$ cat src/rtl/grid_rx_pkg.sv
// Shared types for the grid-update receiver: payload layout, FSM states and
// the GPIO packet width helper.
package grid_rx_pkg;

  localparam int unsigned GRID_COORD_W = 4;
  localparam int unsigned GRID_VALUE_W = 2;

  typedef struct packed {
    logic [GRID_COORD_W-1:0] x;
    logic [GRID_COORD_W-1:0] y;
    logic [GRID_VALUE_W-1:0] value;
  } grid_payload_t;

  typedef enum logic [1:0] {
    IDLE     = 2'd0,
    SETTLE   = 2'd1,
    CHECK    = 2'd2,
    WAIT_LOW = 2'd3
  } rx_state_e;

  function automatic int unsigned pkt_width(input int unsigned coord_w,
                                            input int unsigned value_w,
                                            input int unsigned parity_en);
    return 2 * coord_w + value_w + parity_en;
  endfunction

endpackage

$ cat src/rtl/grid_rx_fifo.sv
// Small synchronous FIFO; a push into a full FIFO succeeds when a pop frees
// the slot in the same cycle. Storage resets to zero so the head reads 0.
module grid_rx_fifo #(
  parameter int unsigned DATA_W = 10,
  parameter int unsigned DEPTH  = 4
) (
  input  logic              clk,
  input  logic              rst_n,
  input  logic              push,
  input  logic [DATA_W-1:0] wr_data,
  input  logic              pop,
  output logic              full_c,
  output logic              empty_c,
  output logic [DATA_W-1:0] rd_data_c
);

  localparam int unsigned AW = (DEPTH > 1) ? $clog2(DEPTH) : 1;
  localparam int unsigned CW = AW + 1;

  logic [DATA_W-1:0] mem_q [DEPTH];
  logic [DATA_W-1:0] mem_d [DEPTH];
  logic [AW-1:0]     wr_ptr_q, wr_ptr_d;
  logic [AW-1:0]     rd_ptr_q, rd_ptr_d;
  logic [CW-1:0]     count_q, count_d;
  logic              do_push, do_pop;

  assign full_c    = (count_q == CW'(DEPTH));
  assign empty_c   = (count_q == '0);
  assign rd_data_c = mem_q[rd_ptr_q];
  assign do_pop    = pop & ~empty_c;
  assign do_push   = push & (~full_c | do_pop);

  always_comb begin
    mem_d    = mem_q;
    wr_ptr_d = wr_ptr_q;
    rd_ptr_d = rd_ptr_q;
    count_d  = count_q + CW'(do_push) - CW'(do_pop);
    if (do_push) begin
      mem_d[wr_ptr_q] = wr_data;
      wr_ptr_d        = wr_ptr_q + AW'(1);
    end
    if (do_pop) begin
      rd_ptr_d = rd_ptr_q + AW'(1);
    end
  end

  always_ff @(posedge clk or negedge rst_n) begin
    if (!rst_n) begin
      for (int i = 0; i < int'(DEPTH); i++) mem_q[i] <= '0;
      wr_ptr_q <= '0;
      rd_ptr_q <= '0;
      count_q  <= '0;
    end else begin
      mem_q    <= mem_d;
      wr_ptr_q <= wr_ptr_d;
      rd_ptr_q <= rd_ptr_d;
      count_q  <= count_d;
    end
  end

endmodule

$ cat src/rtl/grid_update_receiver.sv
// GPIO grid-update receiver: synchronise bus, detect strobe edge, settle,
// parity/duplicate filter, FIFO to the grid-memory writer, debug counters.
module grid_update_receiver
  import grid_rx_pkg::*;
#(
  parameter int unsigned COORD_W       = GRID_COORD_W,
  parameter int unsigned VALUE_W       = GRID_VALUE_W,
  parameter int unsigned PARITY_EN     = 1,
  parameter int unsigned DEDUP_EN      = 1,
  parameter int unsigned SYNC_STAGES   = 2,
  parameter int unsigned SETTLE_CYCLES = 3,
  parameter int unsigned FIFO_DEPTH    = 4,
  parameter int unsigned CNT_W         = 8
) (
  input  logic                                            CLOCK_50,
  input  logic                                            RESET_N,
  input  logic [pkt_width(COORD_W, VALUE_W, PARITY_EN)-1:0] DATA_IN,
  input  logic                                            ENABLE_IN,
  input  logic                                            WR_READY,
  output logic                                            WR_VALID,
  output logic [COORD_W-1:0]                              X_COORD,
  output logic [COORD_W-1:0]                              Y_COORD,
  output logic [VALUE_W-1:0]                              VALUE,
  output logic [CNT_W-1:0]                                PARITY_ERR_CNT,
  output logic [CNT_W-1:0]                                OVERFLOW_CNT,
  output logic [CNT_W-1:0]                                DUP_CNT
);

  localparam int unsigned PKT_W = pkt_width(COORD_W, VALUE_W, PARITY_EN);
  localparam int unsigned PAY_W = $bits(grid_payload_t);
  localparam int unsigned SET_W = (SETTLE_CYCLES > 1) ? $clog2(SETTLE_CYCLES) : 1;

  logic [SYNC_STAGES-1:0][PKT_W-1:0] data_sync_q, data_sync_d;
  logic [SYNC_STAGES-1:0]            en_sync_q, en_sync_d;
  logic                              en_prev_q, en_prev_d;
  logic                              edge_q, edge_d;
  logic                              en_sync;

  rx_state_e                         state_q, state_d;
  logic [SET_W-1:0]                  settle_q, settle_d;
  logic [PKT_W-1:0]                  pkt_q, pkt_d;
  grid_payload_t                     last_q, last_d;
  logic                              last_valid_q, last_valid_d;
  logic [CNT_W-1:0]                  par_cnt_q, par_cnt_d;
  logic [CNT_W-1:0]                  ovf_cnt_q, ovf_cnt_d;
  logic [CNT_W-1:0]                  dup_cnt_q, dup_cnt_d;

  grid_payload_t                     pkt_payload;
  grid_payload_t                     head;
  logic                              parity_bad, is_dup;
  logic                              fifo_push, fifo_pop, fifo_full, fifo_empty;

  function automatic logic [CNT_W-1:0] sat_inc(input logic [CNT_W-1:0] c);
    return (&c) ? c : c + CNT_W'(1);
  endfunction

  // Synchroniser chains and registered rising-edge detect.
  assign en_sync = en_sync_q[SYNC_STAGES-1];

  always_comb begin
    en_sync_d   = {en_sync_q[SYNC_STAGES-2:0], ENABLE_IN};
    data_sync_d = {data_sync_q[SYNC_STAGES-2:0], DATA_IN};
    en_prev_d   = en_sync;
    edge_d      = en_sync & ~en_prev_q;
  end

  assign pkt_payload = grid_payload_t'(pkt_q[PKT_W-1 -: PAY_W]);
  assign parity_bad  = (PARITY_EN != 0) ? (^pkt_q) : 1'b0;
  assign is_dup      = (DEDUP_EN != 0) ? (last_valid_q && (pkt_payload == last_q)) : 1'b0;
  assign fifo_pop    = ~fifo_empty & WR_READY;

  always_comb begin
    state_d      = state_q;
    settle_d     = settle_q;
    pkt_d        = pkt_q;
    last_d       = last_q;
    last_valid_d = last_valid_q;
    par_cnt_d    = par_cnt_q;
    ovf_cnt_d    = ovf_cnt_q;
    dup_cnt_d    = dup_cnt_q;
    fifo_push    = 1'b0;
    case (state_q)
      IDLE: begin
        if (edge_q) begin
          settle_d = SET_W'(SETTLE_CYCLES - 1);
          state_d  = SETTLE;
        end
      end
      SETTLE: begin
        if (settle_q == '0) begin
          pkt_d   = data_sync_q[SYNC_STAGES-1];
          state_d = CHECK;
        end else begin
          settle_d = settle_q - SET_W'(1);
        end
      end
      CHECK: begin
        state_d = WAIT_LOW;
        // A pop in this cycle frees a slot, so full only drops when nothing drains.
        if (parity_bad) begin
          par_cnt_d = sat_inc(par_cnt_q);
        end else if (is_dup) begin
          dup_cnt_d = sat_inc(dup_cnt_q);
        end else if (fifo_full && !fifo_pop) begin
          ovf_cnt_d = sat_inc(ovf_cnt_q);
        end else begin
          fifo_push    = 1'b1;
          last_d       = pkt_payload;
          last_valid_d = 1'b1;
        end
      end
      WAIT_LOW: begin
        if (!en_sync) state_d = IDLE;
      end
      default: state_d = IDLE;
    endcase
  end

  always_ff @(posedge CLOCK_50 or negedge RESET_N) begin
    if (!RESET_N) begin
      data_sync_q  <= '0;
      en_sync_q    <= '0;
      en_prev_q    <= 1'b0;
      edge_q       <= 1'b0;
      state_q      <= IDLE;
      settle_q     <= '0;
      pkt_q        <= '0;
      last_q       <= '0;
      last_valid_q <= 1'b0;
      par_cnt_q    <= '0;
      ovf_cnt_q    <= '0;
      dup_cnt_q    <= '0;
    end else begin
      data_sync_q  <= data_sync_d;
      en_sync_q    <= en_sync_d;
      en_prev_q    <= en_prev_d;
      edge_q       <= edge_d;
      state_q      <= state_d;
      settle_q     <= settle_d;
      pkt_q        <= pkt_d;
      last_q       <= last_d;
      last_valid_q <= last_valid_d;
      par_cnt_q    <= par_cnt_d;
      ovf_cnt_q    <= ovf_cnt_d;
      dup_cnt_q    <= dup_cnt_d;
    end
  end

  grid_rx_fifo #(
    .DATA_W (PAY_W),
    .DEPTH  (FIFO_DEPTH)
  ) u_fifo (
    .clk       (CLOCK_50),
    .rst_n     (RESET_N),
    .push      (fifo_push),
    .wr_data   (pkt_payload),
    .pop       (fifo_pop),
    .full_c    (fifo_full),
    .empty_c   (fifo_empty),
    .rd_data_c (head)
  );

  assign WR_VALID       = ~fifo_empty;
  assign X_COORD        = head.x;
  assign Y_COORD        = head.y;
  assign VALUE          = head.value;
  assign PARITY_ERR_CNT = par_cnt_q;
  assign OVERFLOW_CNT   = ovf_cnt_q;
  assign DUP_CNT        = dup_cnt_q;

endmodule

$ cat config.mk
export PLATFORM = sky130hd
export DESIGN_NAME = grid_update_receiver
export DESIGN_NICKNAME = d
export VERILOG_FILES = /design/src/rtl/grid_rx_pkg.sv /design/src/rtl/grid_rx_fifo.sv /design/src/rtl/grid_update_receiver.sv
export SDC_FILE = /design/constraint.sdc
export NUM_CORES = 1
export LEC_CHECK = 0
export CORE_ASPECT_RATIO = 0.5
export CORE_MARGIN = 3
export CORE_UTILIZATION = 61
export DETAILED_ROUTE_END_ITERATION = 10
export PLACE_DENSITY = 0.88
export SLEW_MARGIN = 20
export SYNTH_ARGS = -nofsm -noshare
export SYNTH_HDL_FRONTEND = slang
export SYNTH_HIERARCHICAL = 1
export SYNTH_SLANG_ARGS = --single-unit
$ cat constraint.sdc
create_clock -name CLOCK_50 -period 7.5 [get_ports CLOCK_50]
set_clock_uncertainty 0.1 [all_clocks]
set_input_delay 1.5 -clock CLOCK_50 [delete_from_list [all_inputs] [get_ports CLOCK_50]]
set_output_delay 1.5 -clock CLOCK_50 [all_outputs]
set_load 0.02 [all_outputs]
-- Word level (Yosys, flattened, before mapping)
Index checks and enable logic that the tools add are counted.
Widths: inputs -> output; s select.
- $add $sub $neg: 8
- $mul: 0
- div/mod/pow operators: 0
- magnitude comparators: 3
- equality and inequality tests: 9
- shift operators: 0
- multiplexer cells: 17
- bitwise gates (word level): 16
- reduce and logical (&&, ||, !) cells: 19
- operators with widths (cell ; count):
    $bwmux 40 ; 1
    $mux 10 ; 3
    $add 8x1->8 const B ; 3
    $reduce_and 8->1 ; 3
    $bmux 10 s2 ; 1
    $demux 10 s2 ; 1
    $reduce_xor 11->1 ; 1
    $eq 10x10->1 ; 1
    $mux 2 ; 5
    $not 1->1 ; 9
    $reduce_and 3->1 ; 3
    $ne 2x2->1 const B ; 4
    $pmux 2 s4 ; 1
    $reduce_and 4->1 ; 2
    $ge 3x3->1 const B ; 2
    $not 2->3 ; 2
    $reduce_and 5->1 ; 1
    $add 2x1->2 const B ; 2
    $and 1x1->1 ; 4
    $eq 2x2->1 const B ; 2
    $logic_not 2->1 ; 2
    $mux 1 ; 4
    $pmux 2 s2 ; 1
    $add 3x1->3 ; 1
    other kinds (11) ; 13
- bits in registers: 123
- bits in latches: 0
- bits in writable memories: 0
- memory bits (read-only): 0
- output and inout bits: 35
- word-level logic and storage cells: 94
- memories: 0

-- Depth between registers and ports, before layout
Gate-level depths: netlist of the first run.
- depth after elaboration: 12
- gate-level depth with buffers: 12

-- Cells and area by module
Netlist of the first run, hierarchy kept.
- modules (own cells, without submodules) (module ; times used ; cells each ; area an instance (um2) ; seq. area each (um2)):
    grid_update_receiver ; 1 ; 235 ; 3139.3 ; 1901.8
    grid_rx_fifo ; 1 ; 130 ; 2122.0 ; 1176.1

-- Least setup slack after synthesis of the first run
OpenSTA, ideal clock, no wires.
- path kind: input-to-reg
- start: input port WR_READY
- end: register u_fifo.count_q[2]
- data arrival time: 3.371 ns
- setup slack: 3.906 ns
- cell stages on the path: 11
- path through: nor2b_1 nand2b_1 and3_4 nor2b_4 buf_6 nand2b_1 mux2i_1 ha_1 fa_1 xor2_1 xnor2_1
- word-level cells in the longest chain between the ends: 10
- elaborated cells on any way between the ends: 12
- classes of those cells: add/sub: 2; mux: 4; bitwise: 4; reduce/logical: 2
- RTL lines (item ; RTL line ; text):
    start, declared ; grid_update_receiver.sv:19 ; input logic WR_READY,
    $and 1x1->1 ; grid_update_receiver.sv:70 ; assign fifo_pop = ~fifo_empty & WR_READY;
    $logic_not 1->1 ; grid_update_receiver.sv:104 ; end else if (fifo_full && !fifo_pop) begin
    $logic_and 1x1->1 ; grid_update_receiver.sv:104 ;
    $mux 1 ; grid_update_receiver.sv:104 ;
    $mux 1 ; grid_update_receiver.sv:102 ; end else if (is_dup) begin
    $mux 1 ; grid_update_receiver.sv:100 ; if (parity_bad) begin
    $mux 1 ; grid_update_receiver.sv:82 ; case (state_q)
    net fifo_push ; grid_update_receiver.sv:51 ; logic fifo_push, fifo_pop, fifo_full, fifo_empty;
    $and 1x1->1 ; grid_rx_fifo.sv:31 ; assign do_push = push & (~full_c | do_pop);
    $add 3x1->3 ; grid_rx_fifo.sv:37 ; count_d = count_q + CW'(do_push) - CW'(do_pop);
    $sub 3x1->3 ; grid_rx_fifo.sv:37 ;
    net u_fifo.count_d[2] ; grid_rx_fifo.sv:24 ; logic [CW-1:0] count_q, count_d;
    end signal, assigned ; grid_rx_fifo.sv:57 ; count_q <= count_d;
    end, declared ; grid_rx_fifo.sv:24 ;
The timed path passes the listed nets, and every way through them passes these cells.
A chain may end at the register's enable or synchronous reset.

-- Final worst setup path of the first run
- start: input port WR_READY
- end: register u_fifo.count_q[2]
- word-level cells in the longest chain between the ends: 10
- elaborated cells on any way between the ends: 12
- classes of those cells: add/sub: 2; mux: 4; bitwise: 4; reduce/logical: 2
- RTL lines (item ; RTL line):
    $and 1x1->1 (*) ; grid_update_receiver.sv:70
    net fifo_pop ; grid_update_receiver.sv:51
    $logic_not 1->1 ; grid_update_receiver.sv:104
    $logic_and 1x1->1 ; grid_update_receiver.sv:104
    $mux 1 ; grid_update_receiver.sv:104
    $mux 1 ; grid_update_receiver.sv:102
    $mux 1 ; grid_update_receiver.sv:100
    $mux 1 ; grid_update_receiver.sv:82
    $and 1x1->1 ; grid_rx_fifo.sv:31
    $add 3x1->3 ; grid_rx_fifo.sv:37
    $sub 3x1->3 (*) ; grid_rx_fifo.sv:37
    net u_fifo.count_d[2] ; grid_rx_fifo.sv:24
Mark *: on every way through the listed nets, which the timed path passes. The rest lies on a longest branch.

==> impl_metrics.yaml, run 1 <==
run_status:
  status: "complete, no violations"
power_and_ir_drop:
  p_leak_nw: 2.892
  switching_power_mw: 1.153
  clockPowerShare_pct: 25.4
  p_int_mw: 2.166
  cellPowerDensity_mw_per_mm2: 511.3
  switching_share_pct: 34.73
  irDropWorstVdd_uv: 305.9
  seqPwrFrac_pct: 34.3
  combPwrFrac_pct: 40.2
cts:
  clk_pin_slew_ns: 0.05
  cts_tree: "built"
  cts_resized: 0
  clockBufferDepth: 2
  numCtsBuffers: 17
  holdBufCountCts: 0
  cts_setup_buffers: 0
  cts_sinks: 123
  root_buffer: "clkbuf_16"
  htree_levels: 4
  insertion_delay_ns: 0.41
global_routing:
  grt_pass1_wl_um: 18220
  gr-usage-all-layers_pct: 24.91
  antenna_found_initial: 0
  grt_pass1_vias: 3541
  grt_overflow: 0
  grt_max_degree: 70
die:
  die_w_um: 137.3
  core_mm2: 0.008202
  initial_core_util_pct: 64.15
  die_h_um: 71.67
  die-area_mm2: 0.009843
  num_rows: 23
  pin_count: 50
worst_setup_path:
  critPathCaptureType: "register"
  crit_arrival_ns: 4.38
  crit_path_end: "u_fifo/count_q[2]$_DFF_PN0_"
  worstRegToRegCells: 11
  reg2reg_to: "u_fifo/count_q[2]$_DFF_PN0_"
  r2r_start: "pkt_q[2]$_DFFE_PN0P_"
  timing.reg2reg.setup_slack_ns: 3.90
  crit_path_start: "WR_READY"
  start_kind: "input pin"
  path_max_fanout: 15
  worst-setup-path-type: "input pin to register"
  required_ns: 7.73
synthesis:
  synth_area_mm2: 0.005261
  syn_nets: 395
  ys_seq_elements: 123
  syn_inst: 365
  yosys.area.top_type: "dfrtp_1"
  synth.top_cell.area_share_pct: 58.50
  avgSynthCellArea_um2: 14.41
  synth.area.top_cells: "dfrtp_1 (59%), mux2_2 (13%), xnor2_1 (5.0%), mux4_2 (4.3%), ha_1 (3.3%)"
  ys_seq_area_share_pct: 58.50
  yosysWarnings: 6
  synth_cell_type_count: 37
sta:
  rsz0062_at_grt: "false"
  finalHoldViolations: 0
  fmax_ghz: 0.2406
  period_minus_slack_ns: 4.156
  max-slew-margin-rel_pct: 35.53
  fin_hold_ws_ns: 0.2497
  slew_viol_final: 0
  period_share_pct: 55.41
  tightestPinTransition_ns: 0.9596
  setup_tns_ns: 0
  setup-violations-final: 0
place:
  placed_area_mm2: 0.005873
  gp_congestion: 0.8570
  hpwlAfterDp_um: 6579
  io_buffers: 49
route:
  routed_wl_um: 11060
  first_pass_iters: 4
  drtIter0Drc: 224
  vias_per_cell: 5.795
  drcViolationCount: 0
  ant_nets: 0
  wl_per_cell_um: 19.93
  vias: 3216
final_layout:
  drive_above_1_share_pct: 26.19
  diodes: 0
  fin_area_mm2: 0.006490
  syn2layout_area_growth_pct: 23.35
  layout.nets: 460
hold_path:
  min_path_type: "register to register"
job:
  maxCapViolCount: 0
through the flow:
step | total power, mW | cells | worst slack [ns] | util, %
6_report | 3.319 | 555 | 3.344 | 79.13
5_1_grt | 3.481 | 555 | 3.153 | 79.13
4_1_cts | 3.318 | 555 | 3.404 | 79.13
3_5_place_dp | 2.421 | 523 | 3.067 | 71.61
3_3_place_gp | 2.324 | 523 | 3.203 | 71.61
2_1_floorplan | 2.044 | 365 | 3.906 | -
per-layer routing:
layer	share of wire (%)	up-vias	track usage, %	wire [um]
met5	0	-	0	0
met4	1.5	0	9.292	170
met3	5.5	20	7.293	605
met2	50	108	41.02	5534
met1	43	1682	31.86	4749
li1	-	1406	-	-
layout by cell type, fill, tap and decap left out, types with 3 or more instances in the layout:
| master | count |
|---|---|
| nor2_2 | 4 |
| a31oi_1 | 3 |
| mux2_4 | 7 |
| nand2_1 | 14 |
| clkbuf_1 | 4 |
| clkbuf_8 | 5 |
| clkdlybuf4s50_1 | 48 |
| xnor2_1 | 30 |
| nand3_1 | 12 |
| nand2b_1 | 5 |
| mux4_2 | 10 |
| clkbuf_16 | 17 |
| inv_1 | 15 |
| mux2i_1 | 3 |
| bufinv_16 | 3 |
| dfrtp_1 | 123 |
| nor3_1 | 7 |
| nand4_1 | 6 |
| nor2_1 | 11 |
| xor2_1 | 12 |
| o21ai_0 | 4 |
| mux2_2 | 59 |
| ha_1 | 14 |
| nor4_1 | 5 |
power groups by stage:
stage | registers, mW | clock network [mW] | logic, mW
3_5_place_dp | 1.13 | 0 | 1.29
4_1_cts | 1.13 | 0.855 | 1.33
6_report | 1.14 | 0.844 | 1.34
2_1_floorplan | 1.06 | 0 | 0.988
5_1_grt | 1.17 | 0.890 | 1.43
3_3_place_gp | 1.10 | 0 | 1.22
how the worst min path moves through the flow:
stage	startpoint	to	slack, ns	cells after the start
final	data_sync_d[16]$_DFF_PN0_	data_sync_q[16]$_DFF_PN0_	0.25	0
after floorplan	data_sync_d[11]$_DFF_PN0_	data_sync_q[11]$_DFF_PN0_	0.23	0
after CTS	data_sync_d[16]$_DFF_PN0_	data_sync_q[16]$_DFF_PN0_	0.25	0
after detailed placement	data_sync_d[14]$_DFF_PN0_	data_sync_q[14]$_DFF_PN0_	0.23	0
after global placement	data_sync_d[12]$_DFF_PN0_	data_sync_q[12]$_DFF_PN0_	0.23	0
after global routing	data_sync_d[16]$_DFF_PN0_	data_sync_q[16]$_DFF_PN0_	0.26	0
worst max-delay path: stages:
cell	delay, ns
clkdlybuf4s50_1	0.46
nor2b_1	0.38
nand2b_1	0.21
and3_4	0.22
nor2b_4	0.44
nand2b_1	0.23
mux2i_1	0.19
ha_1	0.20
fa_1	0.21
xor2_1	0.21
xnor2_1	0.15
cells by family after synthesis:
family	Yosys count	share of synthesized area, %
muxes	79	19.48
DFF	123	58.50
buffers and inverters	19	1.522
xor gates and xnor gates	43	7.443
and+or+nand+nor	75	8.109
adders and majority gates	15	3.710
AOI/OAI and AO/OA	11	1.237
cell usage after synthesis:
master	number
or2_2	1
nor2_1	11
nand2_1	14
o21ai_0	4
fa_1	1
nand4b_2	1
nor3b_1	1
buf_6	1
xnor3_2	1
nand4_1	6
nor4b_4	1
inv_1	15
xnor2_1	30
nor3_1	7
mux2_4	7
nor2_2	4
dfrtp_1	123
nand3b_1	1
xor2_1	12
nor2b_1	2
and3_4	1
a31oi_1	3
nand3_1	12
mux2i_1	3
nor2b_4	1
ha_1	14
a21oi_1	2
or2_1	1
buf_2	1
clkbuf_1	2
and4_1	1
mux4_2	10
a211oi_1	1
mux2_2	59
nor4_1	5
nand2b_1	5
a22o_1	1
final cells by class:
type | instances | area (um2)
tap | 112 | 140.1
fill | 425 | 1712
clock inverter | 6 | 107.6
timing repair buffer | 50 | 495.5
clock buffer | 26 | 509.2
multi-input combinational | 223 | 2103
sequential | 123 | 3078
inverter | 15 | 56.30
state kept, by name (all words and copies together), names as in the netlist, 3 cells and up:
name and count:
DUP_CNT 8, u_fifo/mem_q 40, u_fifo/count_q 3, data_sync_q 11
PARITY_ERR_CNT 8, data_sync_d 11, pkt_q 11, OVERFLOW_CNT 8
last_q 10
Note: power is estimated with default switching activity, not from simulation.
==> run 2: changes to the inputs <==
Settings changed: CORE_UTILIZATION 61 to 51, PLACE_DENSITY 0.88 to 0.79.
Clock period 7.5 ns to 3.8 ns, I/O delays scaled along.
==> run 2 against run 1 <==
Sequential power rose by 93%; power increased by 96%; worst hold slack lost 0.0025 ns; core utilization down 11 points; critical path depth fell by 1; die area is 18% higher; worst setup slack worse by 2.9 ns; register-to-register slack worse by 3.5 ns.
==> impl_metrics.yaml, run 2 (same netlist as run 1, synthesis figures left out) <==
final_layout:
  syn2layout_area_growth_pct: 25.73
  top_register: "u_fifo/mem_q"
  layout_common_cells: "dfrtp_1 (123), mux2_2 (59), clkdlybuf4s50_1 (48)"
  final_common_cell: "dfrtp_1"
  largest_reg_flops: 40
  layout.nets: 469
  drive_above_1_share_pct: 28.54
  diodes: 0
sta:
  period_share_pct: 88.88
  fmax_ghz: 0.2961
  slew_viol_final: 0
  rsz0062_at_grt: "false"
  period_minus_slack_ns: 3.377
  tightestPinTransition_ns: 0.7458
  finalHoldViolations: 0
  setup-violations-final: 0
  max-slew-margin-rel_pct: 50.28
  setup_tns_ns: 0
die:
  die-area_mm2: 0.01165
  pin_count: 50
  die_h_um: 77.82
  initial_core_util_pct: 54.08
  num_rows: 25
  core_mm2: 0.009728
  die_w_um: 149.6
global_routing:
  grt_pass1_wl_um: 17060
  gr-usage-all-layers_pct: 19.04
  grt_overflow: 0
  grt_pass1_vias: 3345
  grt_max_degree: 55
  antenna_found_initial: 0
power_and_ir_drop:
  p_leak_nw: 2.958
  p_total_mw: 6.520
  cellPowerDensity_mw_per_mm2: 985.6
  irDropWorstVdd_uv: 540.8
cts:
  root_buffer: "clkbuf_16"
  htree_levels: 4
  cts_resized: 0
  cts_tree: "built"
  cts_setup_buffers: 0
  clockBufferDepth: 2
  clk_pin_slew_ns: 0.06
  insertion_delay_ns: 0.40
  holdBufCountCts: 0
  cts_sinks: 123
  numCtsBuffers: 17
route:
  wl_per_cell_um: 16.91
  drtIter0Drc: 103
  routed_wl_um: 9929
  drcViolationCount: 0
  ant_nets: 0
  first_pass_iters: 4
  vias: 3082
  vias_per_cell: 5.250
worst_setup_path:
  critPathCaptureType: "register"
  start_kind: "register"
  path_max_fanout: 15
  required_ns: 3.99
  crit_arrival_ns: 3.56
  worst-setup-path-type: "register to register"
run_status:
  status: "complete, no violations"
place:
  gp_congestion: 0.7716
  hpwlAfterDp_um: 6257
  io_buffers: 49
job:
  maxCapViolCount: 0
hold_path:
  min_path_type: "register to register"
## run 2: path summary, 6_finish.rpt
| kind | from | endpoint | slack, ns | cells after the start |
|---|---|---|---|---|
| min in group asynchronous | RESET_N | u_fifo/mem_q[17]$_DFFE_PN0P_ | 0.30 | 1 |
| worst max-delay path | pkt_q[2]$_DFFE_PN0P_ | u_fifo/count_q[2]$_DFF_PN0_ | 0.42 | 10 |
| worst min-delay path | data_sync_d[21]$_DFF_PN0_ | data_sync_q[21]$_DFF_PN0_ | 0.25 | 0 |
| max in group asynchronous | RESET_N | u_fifo/count_q[0]$_DFF_PN0_ | 2.38 | 2 |
| worst max register to register | pkt_q[2]$_DFFE_PN0P_ | u_fifo/count_q[2]$_DFF_PN0_ | 0.42 | 10 |
| worst min register to register | data_sync_d[21]$_DFF_PN0_ | data_sync_q[21]$_DFF_PN0_ | 0.25 | 0 |
## run 2: cell type report
class | count | area, um2
fill | 668 | 3113
sequential | 123 | 3078
multi-input combinational | 223 | 2103
timing repair buffer | 59 | 563.0
clock buffer | 21 | 480.5
tap | 135 | 168.9
clock inverter | 11 | 165.2
inverter | 15 | 56.30
## run 2: critical path, stage by stage (launching register included)
cell	delay (ns)
dfrtp_1	0.52
xnor2_1	0.26
xnor2_1	0.11
xnor3_2	0.52
and3_4	0.25
nor2b_4	0.43
mux2i_1	0.14
ha_1	0.23
fa_1	0.38
xor2_1	0.18
xnor2_1	0.13
## run 2: power breakdown
group	internal [mW]	switching, mW
clock network	1.16	0.569
logic	1.43	1.15
registers	1.75	0.456
## run 2: layer usage
metal / share of wire, % / vias up / track usage (%)
met5: 0 / - / 0
met4: 1.9 / 0 / 8.128
met3: 4.2 / 20 / 4.959
met2: 45 / 63 / 28.74
met1: 48 / 1571 / 26.36
li1: - / 1428 / -
## run 2: through the flow
stage	hold slack (ns)	cell area, um2	setup slack (ns)	util [%]	instances
3_5_place_dp	0.2364	5969	0.2934	61.36	555
6_report	0.2471	6615	0.4226	68.00	587
5_1_grt	0.2570	6615	0.1762	68.00	587
3_3_place_gp	0.2329	5969	0.3510	61.36	555
4_1_cts	0.2487	6615	0.4031	68.00	587
2_1_floorplan	0.2312	5261	0.7812	-	365
